$ cat src/rtl/aes_rf_sequencer.sv
`default_nettype none
// ============================================================================
// Module      : aes_rf_sequencer
// Description : Borrows the shared 2R/1W register-file ports for one AES
//               operation. Gathers a 128-bit state from four consecutive GPRs
//               (two per cycle), presents it to the AES round unit, then
//               writes the 128-bit result back to four consecutive GPRs
//               (one per cycle). While idle, the core drives the ports
//               directly. In every other state, the core is stalled.
// Revision    : 1.0 - initial release
// ----------------------------------------------------------------------------
// Ports
//   clk, rst_n             clock, asynchronous active-low reset
//   start                  operation request (honoured only while idle)
//   src_base, dst_base     first source / destination GPR, sampled with start
//   core_rs1/rs2/rd/we/wd  core-side register-file requests
//   rf_rs1/rs2/rd/we/wd    register-file port drive
//   rf_rd1, rf_rd2         register-file read data (combinational)
//   op_valid, op_state     state handed to the AES unit (word k at [32k+:32])
//   op_done, op_result     AES unit result handshake
//   core_stall, busy       high whenever not idle
//   done                   one-cycle pulse after the last write-back
//   err                    one-cycle pulse after a timeout abort
// ============================================================================
module aes_rf_sequencer #(
    parameter int unsigned TIMEOUT = 64
) (
    input  logic         clk,
    input  logic         rst_n,
    input  logic         start,
    input  logic [4:0]   src_base,
    input  logic [4:0]   dst_base,
    input  logic [4:0]   core_rs1,
    input  logic [4:0]   core_rs2,
    input  logic [4:0]   core_rd,
    input  logic         core_we,
    input  logic [31:0]  core_wd,
    output logic [4:0]   rf_rs1,
    output logic [4:0]   rf_rs2,
    output logic [4:0]   rf_rd,
    output logic         rf_we,
    output logic [31:0]  rf_wd,
    input  logic [31:0]  rf_rd1,
    input  logic [31:0]  rf_rd2,
    output logic         op_valid,
    output logic [127:0] op_state,
    input  logic         op_done,
    input  logic [127:0] op_result,
    output logic         core_stall,
    output logic         busy,
    output logic         done,
    output logic         err
);

    // The write states occupy 4..7, so the low two bits are the word index.
    localparam logic [2:0] S_IDLE = 3'd0;
    localparam logic [2:0] S_RD0  = 3'd1;
    localparam logic [2:0] S_RD1  = 3'd2;
    localparam logic [2:0] S_EXEC = 3'd3;
    localparam logic [2:0] S_WR0  = 3'd4;
    localparam logic [2:0] S_WR1  = 3'd5;
    localparam logic [2:0] S_WR2  = 3'd6;
    localparam logic [2:0] S_WR3  = 3'd7;

    // The counter holds 0..TIMEOUT-1. The abort fires in the EXEC cycle
    // where the counter reaches TIMEOUT-1 with no op_done.
    localparam int unsigned    c_TW     = (TIMEOUT > 1) ? $clog2(TIMEOUT) : 1;
    localparam logic [c_TW-1:0] c_TLIMIT = c_TW'(TIMEOUT - 1);
    localparam bit             c_TO_EN  = (TIMEOUT != 0);

    logic [2:0]      r_state;
    logic [2:0]      w_state_nxt;
    logic [4:0]      r_src;
    logic [4:0]      r_dst;
    logic [127:0]    r_op_state;
    logic [127:0]    r_result;
    logic [c_TW-1:0] r_tcnt;
    logic            r_op_valid;
    logic            r_done;
    logic            r_err;
    logic            w_timeout;

    // Next-state logic. op_done is tested before the timeout, so op_done
    // takes priority when both occur in the same cycle.
    always_comb begin
        w_state_nxt = r_state;
        w_timeout   = 1'b0;
        case (r_state)
            S_IDLE: if (start) w_state_nxt = S_RD0;
            S_RD0:  w_state_nxt = S_RD1;
            S_RD1:  w_state_nxt = S_EXEC;
            S_EXEC: begin
                if (op_done) begin
                    w_state_nxt = S_WR0;
                end else if (c_TO_EN && (r_tcnt == c_TLIMIT)) begin
                    w_timeout   = 1'b1;
                    w_state_nxt = S_IDLE;
                end
            end
            S_WR0:  w_state_nxt = S_WR1;
            S_WR1:  w_state_nxt = S_WR2;
            S_WR2:  w_state_nxt = S_WR3;
            default: w_state_nxt = S_IDLE;
        endcase
    end

    // Port steering. While idle, the core drives the ports. Otherwise the
    // core write enable is masked, and the sequencer takes the addresses it
    // needs. Address adds wrap modulo 32.
    always_comb begin
        rf_rs1 = core_rs1;
        rf_rs2 = core_rs2;
        rf_rd  = core_rd;
        rf_we  = core_we;
        rf_wd  = core_wd;
        if (r_state != S_IDLE) begin
            rf_we = 1'b0;
        end
        case (r_state)
            S_RD0: begin
                rf_rs1 = r_src;
                rf_rs2 = r_src + 5'd1;
            end
            S_RD1: begin
                rf_rs1 = r_src + 5'd2;
                rf_rs2 = r_src + 5'd3;
            end
            S_WR0, S_WR1, S_WR2, S_WR3: begin
                rf_we = 1'b1;
                rf_rd = r_dst + {3'b000, r_state[1:0]};
                rf_wd = r_result[{r_state[1:0], 5'b00000} +: 32];
            end
            default: ;
        endcase
    end

    always_ff @(posedge clk or negedge rst_n) begin
        if (!rst_n) begin
            r_state    <= S_IDLE;
            r_src      <= 5'd0;
            r_dst      <= 5'd0;
            r_op_state <= 128'd0;
            r_result   <= 128'd0;
            r_tcnt     <= '0;
            r_op_valid <= 1'b0;
            r_done     <= 1'b0;
            r_err      <= 1'b0;
        end else begin
            r_state    <= w_state_nxt;
            r_op_valid <= (w_state_nxt == S_EXEC);
            r_done     <= (r_state == S_WR3);
            r_err      <= w_timeout;

            if ((r_state == S_IDLE) && start) begin
                r_src <= src_base;
                r_dst <= dst_base;
            end

            if (r_state == S_RD0) begin
                r_op_state[31:0]  <= rf_rd1;
                r_op_state[63:32] <= rf_rd2;
            end
            if (r_state == S_RD1) begin
                r_op_state[95:64]  <= rf_rd1;
                r_op_state[127:96] <= rf_rd2;
            end

            // Holding the counter at zero outside EXEC gives a clean count
            // on every EXEC entry.
            if (r_state == S_EXEC) begin
                r_tcnt <= r_tcnt + 1'b1;
            end else begin
                r_tcnt <= '0;
            end

            if ((r_state == S_EXEC) && op_done) begin
                r_result <= op_result;
            end
        end
    end

    assign core_stall = (r_state != S_IDLE);
    assign busy       = core_stall;
    assign op_valid   = r_op_valid;
    assign op_state   = r_op_state;
    assign done       = r_done;
    assign err        = r_err;

endmodule
`default_nettype wire

$ cat config.mk
export PLATFORM = sky130hd
export DESIGN_NAME = aes_rf_sequencer
export DESIGN_NICKNAME = d
export VERILOG_FILES = /design/src/rtl/aes_rf_sequencer.sv
export SDC_FILE = /design/constraint.sdc
export NUM_CORES = 1
export LEC_CHECK = 0
export ABC_AREA = 1
export BUFFER_PORTS_ARGS = -buffer_cell sky130_fd_sc_hd__buf_4
export CORE_AREA = 2 2 169 171
export CTS_BUF_LIST = sky130_fd_sc_hd__clkbuf_16
export DETAILED_ROUTE_END_ITERATION = 8
export DIE_AREA = 0 0 171 173
export HOLD_SLACK_MARGIN = 0.03
export PLACE_DENSITY = 0.82
export RECOVER_POWER = 25
export REMOVE_ABC_BUFFERS = 1
export SLEW_MARGIN = 10
export SYNTH_ARGS = -nofsm -noshare
export SYNTH_HDL_FRONTEND = slang
export SYNTH_SLANG_ARGS = --single-unit
$ cat constraint.sdc
create_clock -name clk -period 2.7 [get_ports clk]
set_input_delay 0.54 -clock clk [delete_from_list [all_inputs] [get_ports clk]]
set_output_delay 0.54 -clock clk [all_outputs]
set_load 0.03 [all_outputs]
==> flow_summary.ini <==
[yosys]
synthAdderAreaFrac = 0.00839
yosys_most_used_dff = dfrtp_1
synth_cell_types = 26
synth-compound-area-share = 0.0648
synth_edf_count = 0
yosys.area_share.xor_xnor = 0.00286
synth.area.mux_share = 0
synth_area_um2 = 12200
synth_top_family_by_area = simple AND/OR/NAND/NOR gates
synth_area_leaders = dfrtp_1, nand2_1, nand3_1
yosys.area.top_type_share = 0.569
synth_common_cells = nand2_1, dfrtp_1, nand3_1
synth-seq-cells = 278
yosys.area.top_type = dfrtp_1
syn-instance-count = 1496
synth.most_common_cell = nand2_1
yosys.area_share.simple = 0.293
avgSynthCellArea_um2 = 8.18
synthArstFlopShare = 1.00
yosysWarnings = 0
seq_area_frac_synth = 0.569

[clocking]
htreeDepth = 1
cts_tree = yes
cts_sinks = 278
cts_buffers = 31
cts.path.max_buffers = 3
cts.clk_slew.worst_paths_ns = 0.06
root_buffer = clkbuf_16
clk_latency_ns = 0.55

[worst_setup_path]
rr_worst_depth = 12
worstSetupPathType = flip-flop to output port
endpoint = rf_wd[8]
path_cells = buf_4 > buf_4 > nor2_4 > buf_12 > clkbuf_16 > nand2_1 > nand4_1 > nand2_1 > nand2_1 > buf_6
cp_num_cells = 10
end_kind = output port
rr_endpoint = r_dst[1]
path_max_fanout = 9
worstPathRequired_ns = 2.16
slowest_stage = dfrtp_2
worst_setup_path_start_kind = flip-flop
r2r-start = r_state[0]
crit_top_cell = nand2_1
startpoint = r_state[0]
r2r_slack_ns = 0.44
crit_path_max_incr_delay_ns = 0.46
cpLargestDelayFamily = buffers and inverters
critPathBufInv = 5
crit_arrival_ns = 2.19

[power_and_ir_drop]
ir_worst_vdd_uv = 835
leakagePower_nw = 9.32
total_power_mw = 23.3
power_density_nw_per_um2 = 1350

[hold_path]
min_path_cells = 3
min_path_type = input port to flip-flop

[sta]
hold_viol_final = 0
tightest_slew_ns = 1.28
slew_headroom = 0.149
fmax_mhz = 367
slew_viol_final = 0
fin_ws_ns = -0.0252
fin_crit_sh = 1.01
setup_tns_ns = -0.176
min_period_ns = 2.73
setup_viol = 14
rsz0062_at_grt = yes
fin_worst_skew_ns = 0.0105

[run_status]
status = complete, but fails checks
violations = setup timing

[final_layout]
fin_cells = 2309
fill_cells = 2307
final_util = 0.624
nNetsFinal = 2168
drive_above_1_share = 0.291
syn2layout_area_growth_pct = 40.9

[floorplan]
die_x_um = 171
die_h_um = 173
num_rows = 61
core_um2 = 27600
dieArea_um2 = 29600
ios = 435
initial_core_util = 0.443

[global_route]
grt_max_degree = 133
grt_overflow = 0
grt_pass1_vias = 11600
track_usage = 0.253
antenna_found_initial = 3
grt_pass1_wl_um = 60400

[placed_design]
dp_hpwl_um = 26100
dp_cells = 2235
io_buffers = 434
gp_congestion = 0.918

[drt]
num_vias = 11800
via_per_inst = 5.10
drc = 0
drtAntennaViolNets = 0
drtIter0Drc = 1107
wl_per_cell_um = 17.1
dr.pass1.iters = 7
routed_wl_um = 39600

[flow_run]
cap_violations = 0
[worst min-delay path by stage]
stage,from,to
floorplan,rst_n,done
global placement,r_tcnt[0],r_tcnt[0]
detailed placement,r_result[107],r_result[107]
CTS,op_result[32],r_result[32]
global route,op_result[3],r_result[3]
finish,op_result[90],r_result[90]
[where the power goes]
part / internal (mW) / leakage (nW) / switching (mW)
logic: 4.31 / 5.36 / 7.71
clock network: 2.35 / 0.508 / 1.66
registers: 6.12 / 3.45 / 1.16
total: 12.8 / 9.32 / 10.5
[sequential cells by signal (all words and copies together), names as in the netlist, 3 cells and up]
signal and count:
op_state 128, r_dst 5, r_result 128, r_src 5, r_state 3, r_tcnt 6
[cell families (layout without fill, tap and decap cells)]
kind of cell,after synthesis,after routing
and+or+nand+nor,872,872
DFF,278,278
buffers and inverters,182,616
AOI/OAI and AO/OA,153,153
adders and majority gates,7,7
xor gates and xnor gates,4,4
other,0,1
[final cells by class]
type / count / area [um^2] / area share
antenna: 1 / 2.50 / 0.000145
multi-input combinational: 1036 / 4620 / 0.268
inverter: 88 / 343 / 0.0199
sequential: 278 / 6960 / 0.404
timing repair buffer: 472 / 3870 / 0.224
tap: 378 / 473 / 0.0274
clock buffer: 31 / 776 / 0.0450
clock inverter: 25 / 190 / 0.0110
[routing by layer]
layer | global-route usage | wire (um)
met1 | 0.315 | 15400
met2 | 0.427 | 19700
met3 | 0.0533 | 2820
met4 | 0.106 | 1640
met5 | 0 | 27
[worst min-delay path, cell delays in order]
cell     delay (ns)
buf_4          0.08
nand3_1        0.06
nand2_1        0.06
[stage by stage]
stage | hold slack (ns) | cell area (um^2) | worst slack, ns
finish | 0.221 | 17200 | -0.0252
global route | 0.205 | 17200 | -0.128
CTS | 0.194 | 16900 | -0.0234
detailed placement | 0.458 | 15800 | 0.165
global placement | 0.446 | 15800 | 0.200
floorplan | 0.244 | 11800 | -2.34
[layout by cell type (no fill, tap or decap), types with 3 or more instances in the layout]
cell type,instances
a21oi_1,5
a21oi_2,6
buf_12,10
buf_4,420
buf_6,35
bufinv_16,3
clkbuf_16,33
clkinv_1,5
clkinv_2,10
dfrtp_1,275
dfrtp_2,3
ha_1,3
inv_1,84
inv_2,6
inv_4,3
nand2_1,656
nand2_2,6
nand2_4,3
nand3_1,142
nand3_2,4
nand4_1,32
nor2_1,20
nor2_4,6
o21ai_0,90
o21ai_1,49
xor2_1,4
[repair_timing]
action,4_1_cts,5_1_grt
endpoints found under the hold margin,12,0
setup buffers,6,6
setup endpoints to repair,45,46
pin swaps,7,9
hold buffers,1,0
gates resized for setup,24,50
cloned,1,3
No activity file was read; power rests on OpenSTA's default activity.
